**src/rtl/regfile_mp.sv**
```systemverilog
// Multi-port integer register file: NREAD combinational read ports, two write ports
// (WP0 has priority), same-cycle bypass, and a per-register busy scoreboard.
module regfile_mp #(
  parameter  int XLEN  = 32,
  parameter  int DEPTH = 32,
  parameter  int NREAD = 2,
  localparam int AW    = $clog2(DEPTH)
) (
  input  logic                    clock,
  input  logic                    reset,
  input  logic [NREAD*AW-1:0]     rs,
  output logic [NREAD*XLEN-1:0]   dataout,
  output logic [NREAD-1:0]        busy,
  input  logic                    we0,
  input  logic [AW-1:0]           rd0,
  input  logic [XLEN-1:0]         datain0,
  input  logic                    we1,
  input  logic [AW-1:0]           rd1,
  input  logic [XLEN-1:0]         datain1,
  input  logic                    iss_valid,
  input  logic [AW-1:0]           iss_rd
);

  logic [XLEN-1:0]  regs_q [DEPTH];
  logic [XLEN-1:0]  regs_d [DEPTH];
  logic [DEPTH-1:0] busy_q;
  logic [DEPTH-1:0] busy_d;

  always_ff @(posedge clock or posedge reset) begin
    if (reset) begin
      regs_q <= '{default: '0};
      busy_q <= '0;
    end else begin
      regs_q <= regs_d;
      busy_q <= busy_d;
    end
  end

  // WP1 is applied first so a colliding WP0 write overwrites it.
  always_comb begin
    regs_d = regs_q;
    if (we1) regs_d[rd1] = datain1;
    if (we0) regs_d[rd0] = datain0;
    regs_d[0] = '0;
  end

  // Clears come before the set so a newly issued producer keeps the register busy.
  always_comb begin
    busy_d = busy_q;
    if (we0) busy_d[rd0] = 1'b0;
    if (we1) busy_d[rd1] = 1'b0;
    if (iss_valid) busy_d[iss_rd] = 1'b1;
    busy_d[0] = 1'b0;
  end

  always_comb begin
    dataout = '0;
    busy    = '0;
    for (int unsigned i = 0; i < NREAD; i++) begin
      logic [AW-1:0] ra;
      logic          hit0;
      logic          hit1;
      ra   = rs[i*AW +: AW];
      hit0 = we0 && (rd0 == ra);
      hit1 = we1 && (rd1 == ra);
      if (!reset && (ra != '0)) begin
        if (hit0)      dataout[i*XLEN +: XLEN] = datain0;
        else if (hit1) dataout[i*XLEN +: XLEN] = datain1;
        else           dataout[i*XLEN +: XLEN] = regs_q[ra];
        busy[i] = busy_q[ra] && !hit0 && !hit1;
      end
    end
  end

endmodule

```
**config.mk**
```make
export PLATFORM = sky130hd
export DESIGN_NAME = regfile_mp
export DESIGN_NICKNAME = d
export VERILOG_FILES = /design/src/rtl/regfile_mp.sv
export SDC_FILE = /design/constraint.sdc
export NUM_CORES = 2
export LEC_CHECK = 0
export BUFFER_PORTS_ARGS = -buffer_cell sky130_fd_sc_hd__buf_2
export CAP_MARGIN = 0
export CORE_ASPECT_RATIO = 1.75
export CORE_MARGIN = 2
export CORE_UTILIZATION = 50
export DETAILED_ROUTE_END_ITERATION = 12
export GPL_ROUTABILITY_DRIVEN = 0
export PLACE_DENSITY = 0.74
export SLEW_MARGIN = 20
export SYNTH_ARGS = -nofsm -noshare
export SYNTH_HDL_FRONTEND = slang
export SYNTH_SLANG_ARGS = --single-unit
```
**constraint.sdc**
```tcl
create_clock -name clock -period 42.2 [get_ports clock]
set_input_delay 6.33 -clock clock [delete_from_list [all_inputs] [get_ports clock]]
set_output_delay 6.33 -clock clock [all_outputs]
set_load 0.02 [all_outputs]
```
# After elaboration in Yosys (flattened, before gate mapping)
# Cells that the tools add are included.
# classes
bitwise	9
order_cmp	14
muxes	35
reduce_logical	22
n_eq_ne	4
# op_table
op	n
bitwise mux 1024 bit	2
two-way mux 1024 bit	1
two-way mux 992 bit	1
two-way mux 32 bit	15
binary-select mux 32 bit (select 5 bit)	2
demux 32 bit (select 5 bit)	2
AND 32 bit	2
NOT 32 bit	2
OR 32 bit	1
less-than comparator 5 x 6 -> 1 bit (second input constant)	5
greater-or-equal comparator 6 bit (second input constant)	4
NOT 5 -> 6 bit	4
equality test 5 bit	4
demux 1 bit (select 5 bit)	3
greater-or-equal comparator 5 x 1 -> 1 bit (second input constant)	3
logical AND 1 bit	15
less-than comparator 6 x 1 -> 1 bit (second input constant)	2
binary-select mux 1 bit (select 5 bit)	2
nonzero test 5 bit	2
two-way mux 1 bit	7
logical NOT 1 bit	5
# totals
wordCells	116
ff_bits	1023
out_inout_bits	66
in_bits	94

# Depth between registers and ports, before layout
# depth
depth_word	11
ltp_mapped	9
mapped_depth_nobuf	5

# Least setup slack after synthesis
# No wires, ideal clock.
# synth_path
kind	in2out
from	input reset
to	output dataout[10]
t_arrival_ps	31544
stages	8
path_buffers	3
path_slack_ps	4326
required_time_ps	35870
cell_sequence	inv_1 > o41ai_1 > o21ba_2 > clkbuf_1 > nand2b_1 > buf_2 > buf_2 > o41ai_1
# synth_between
elab_chain_cells	3
# synth_lines
item	line_no	rtl
start: declaration	10	input logic reset,
logical NOT 1 bit	66	if (!reset && (ra != '0)) begin
logical AND 1 bit	66	
two-way mux 32 bit	66	
end: declaration	12	output logic [NREAD*XLEN-1:0] dataout,
# Every way passes these cells.

# Worst setup path in the final report
# layout_path
from	input rs[0]
to	output dataout[18]
# layout_between
elab_chain_cells	7
word_cells_on_any_way	13
classes_between	eq/ne (2); mux (6); bitwise (1); reduce/logical (4)
# layout_lines
item	line_no	rtl
start: declaration	11	input logic [NREAD*AW-1:0] rs,
NOT 5 -> 6 bit (implied by the code)	69	else dataout[i*XLEN +: XLEN] = regs_q[ra];
binary-select mux 32 bit (select 5 bit)	69	
two-way mux 32 bit (implied by the code) (2 in a row)	69	
two-way mux 32 bit	68	else if (hit1) dataout[i*XLEN +: XLEN] = datain1;
two-way mux 32 bit	67	if (hit0) dataout[i*XLEN +: XLEN] = datain0;
two-way mux 32 bit *	66	
# Mark *: on every way between the ends. The rest lies on a longest branch, timed or not. The select of a mux whose other input is x is not followed.

==> metrics.yaml <==
yosys:
  yosysTopAreaCellShare: 0.390
  synth_warnings: 0
  synthFlopType: "dfrtp_1"
  syn-num-nets: 6818
  syn_area_mm2: 0.0656
  synth_edf_count: 0
  synthDistinctLibCells: 50
  synthTopCellsByArea: "dfrtp_1 (39%), mux2i_1 (23%), mux4_2 (7.2%)"
  ys_ff_latch: 1023
  async_reset_ff_frac: 1.00
  avgSynthCellArea_um2: 9.76
  yosys.area.top_type: "dfrtp_1"
  synthCells: 6724
  yosysSeqAreaShare: 0.390
drt:
  drc: 0
  drt-vias-per-instance: 7.21
  vias: 57800
  routed_wl_um: 262000
  ant_nets: 0
  highest_layer: "met5"
  wl_met3_um: 34700
  wl_met2_um: 114000
  initialDrtViolationCount: 7926
  routedWlPerCell_um: 32.7
  m1WireLength_um: 86200
  dr.pass1.iters: 7
placement:
  io_buffers: 159
  dp_hpwl_um: 147000
sta:
  worstMarginPinSlew_ns: 1.26
  timing.fmax_ghz: 0.0563
  setup_tns_ns: 0
  setup_viol: 0
  finClkSkew_ns: 0
  finalMaxSlewViolations: 0
  timing_hold_violations_final: 0
  rsz0062_at_grt: "false"
  period_needed_ns: 17.75
  finalCritPeriodShare: 0.421
  slew_headroom: 0.157
clock_tree:
  cts_root_buf: "clkbuf_16"
  clk_pin_slew_ns: 0.08
  cts_setup_buffers: 0
  cts_max_level: 3
  cts_tree: "done"
  cts.sinks: 1023
  cts_max_path_buffers: 3
  cts_buffers: 94
  cts_resized: 0
  cts_hold_buf: 0
  clkLatencyLatePin_ns: 0.74
die:
  core.rowCount: 175
  start_util: 0.505
  io_pins: 160
  core-area_mm2: 0.130
  die_area_mm2: 0.134
  die_h_um: 483
  fp.dieW_um: 278
critical_path:
  crit_path_max_fanout: 71
  required_ns: 35.87
  end_kind: "output port"
  crit_type: "in -> out"
  cpPeakStageDelay_ns: 0.90
  rrSetupSlack_ns: 41.28
  startpoint_type: "input port"
  cp_slowest_cell: "buf_4"
  r2r-end: "regs_q[738]"
  reg2reg_depth: 2
  crit_chain: "buf_8, buf_4, buf_4, buf_4, mux4_2, nor2b_1, nor3_1, a211oi_1, o41ai_1, buf_2"
  crit_path_frequent_cell: "buf_4"
  rr_startpoint: "regs_q[738]"
  arrival_ns: 11.42
pwr:
  p_total_w: 0.00328
  power.leakage_nw: 30.8
  max-vdd-ir-drop_v: 0.0000393
  p_per_area_mw_per_mm2: 46.9
grt:
  grt_overflow: 0
  grt_pass1_wl_um: 378000
  grt_pass1_vias: 56700
  grt_max_degree: 115
  grt.total_usage: 0.380
  antenna_found_initial: 29
layout:
  multi_input_area_mm2: 0.0369
  drive_gt1_frac: 0.135
  fillers: 11400
  ff_latch_area_mm2: 0.0256
  syn2layout_area_growth_pct: 6.40
  fin_nets: 6343
flow_run:
  drv_cap: 0
hold_path:
  worstHoldStart: "busy_q[18]"
  min_path_cells: 1
  hold_end: "busy_q[18]"
  hold_path_class: "reg -> reg"
outcome:
  outcome: "completed"
==> worst max-delay path, delay by kind of cell <==
kind | cells | cell delay (ns)
buffers and inverters | 5 | 3.46
AO/OA/AOI/OAI | 2 | 0.80
multiplexers | 1 | 0.39
AND/OR/NAND/NOR | 2 | 0.22
==> registers in the layout, indices dropped and copies added (netlist names) <==
register  cells
busy_q       31
regs_q      992
==> Yosys cell counts (8+ instances only) <==
cell / n
a211oi_1: 32
a21oi_1: 514
a221oi_1: 64
a22oi_1: 31
a32o_1: 14
a32oi_1: 32
buf_1: 87
buf_2: 149
buf_4: 70
clkbuf_1: 535
dfrtp_1: 1023
inv_1: 13
mux2_2: 99
mux2i_1: 1506
mux4_2: 210
nand2_1: 621
nand2b_1: 8
nor2_1: 575
nor2b_1: 36
nor3_1: 104
nor3b_1: 9
o21ai_0: 496
o221ai_1: 32
o22ai_1: 256
o311ai_0: 31
o31ai_1: 31
o41ai_1: 24
o41ai_2: 10
or3_1: 32
xnor2_1: 12
xor2_1: 8
==> layout by cell type (no fill, tap or decap), types with 11 or more instances in the layout <==
cell type,instances
xnor2_1,12
clkinv_2,16
a21oi_1,514
o31ai_1,31
o311ai_0,31
clkbuf_1,13
clkbuf_16,97
o221ai_1,32
o21ai_0,496
nor2_4,31
buf_2,153
a211oi_1,32
nor2b_1,32
inv_1,12
a32oi_1,32
a22oi_1,31
o41ai_2,12
nor2_1,552
nand2_4,26
o41ai_1,22
nor3_1,102
mux2i_1,1506
bufinv_16,17
o22ai_1,256
or3_1,32
diode_2,11
dfrtp_1,1023
a221oi_1,64
mux2_2,99
nand2_1,586
mux4_2,210
a32o_1,14
buf_4,117
clkbuf_8,20
==> cells by family after synthesis <==
group / count (synthesis) / share of synthesized area
AND/OR/NAND/NOR: 1432 / 0.0898
buffers and inverters: 862 / 0.0571
XOR/XNOR: 20 / 0.00267
multiplexers: 1815 / 0.319
flip-flops: 1023 / 0.390
AO/OA/AOI/OAI: 1572 / 0.142
==> final cells by class <==
cell class | instances | share of cell area
Clock buffer | 130 | 0.0394
Timing Repair Buffer | 278 | 0.0252
Sequential cell | 1023 | 0.366
Inverter | 13 | 0.000806
Antenna cell | 11 | 0.000394
Clock inverter | 44 | 0.00994
Multi-Input combinational cell | 4839 | 0.528
Tap cell | 1681 | 0.0301
==> per-layer routing <==
metal / global-route usage / vias up
li1: - / 23400
met1: 0.430 / 27700
met2: 0.566 / 4936
met3: 0.132 / 1726
met4: 0.337 / 28
met5: 0 / -
==> power breakdown <==
part / switching (W) / internal [W]
clock: 0.000419 / 0.000561
combinational: 0.000435 / 0.000399
sequential: 0.000224 / 0.00124
total: 0.00108 / 0.00220
==> through the flow <==
| stage | instances | area [µm²] | utilization | hold WS [ns] | worst slack, ns |
|---|---|---|---|---|---|
| global placement | 7833 | 66300 | 0.510 | 0.508 | 24.64 |
| detailed placement | 7833 | 66300 | 0.510 | 0.512 | 24.62 |
| CTS | 8007 | 69800 | 0.536 | 0.531 | 24.62 |
| finish | 8019 | 69900 | 0.537 | 0.541 | 24.45 |
| floorplan | 6724 | 65600 | - | 0.477 | 4.33 |
| global route | 8009 | 69800 | 0.537 | 0.558 | 24.44 |
==> worst max path at each step <==
| stage | from | endpoint | depth (start not counted) |
|---|---|---|---|
| 2_1_floorplan | reset | dataout[10] | 8 |
| 3_3_place_gp | rs[0] | dataout[18] | 10 |
| 3_5_place_dp | rs[0] | dataout[18] | 10 |
| 4_1_cts | rs[0] | dataout[18] | 10 |
| 5_1_grt | rs[0] | dataout[22] | 9 |
| 6_report | rs[0] | dataout[18] | 10 |
(Power assumes the default switching activity.)
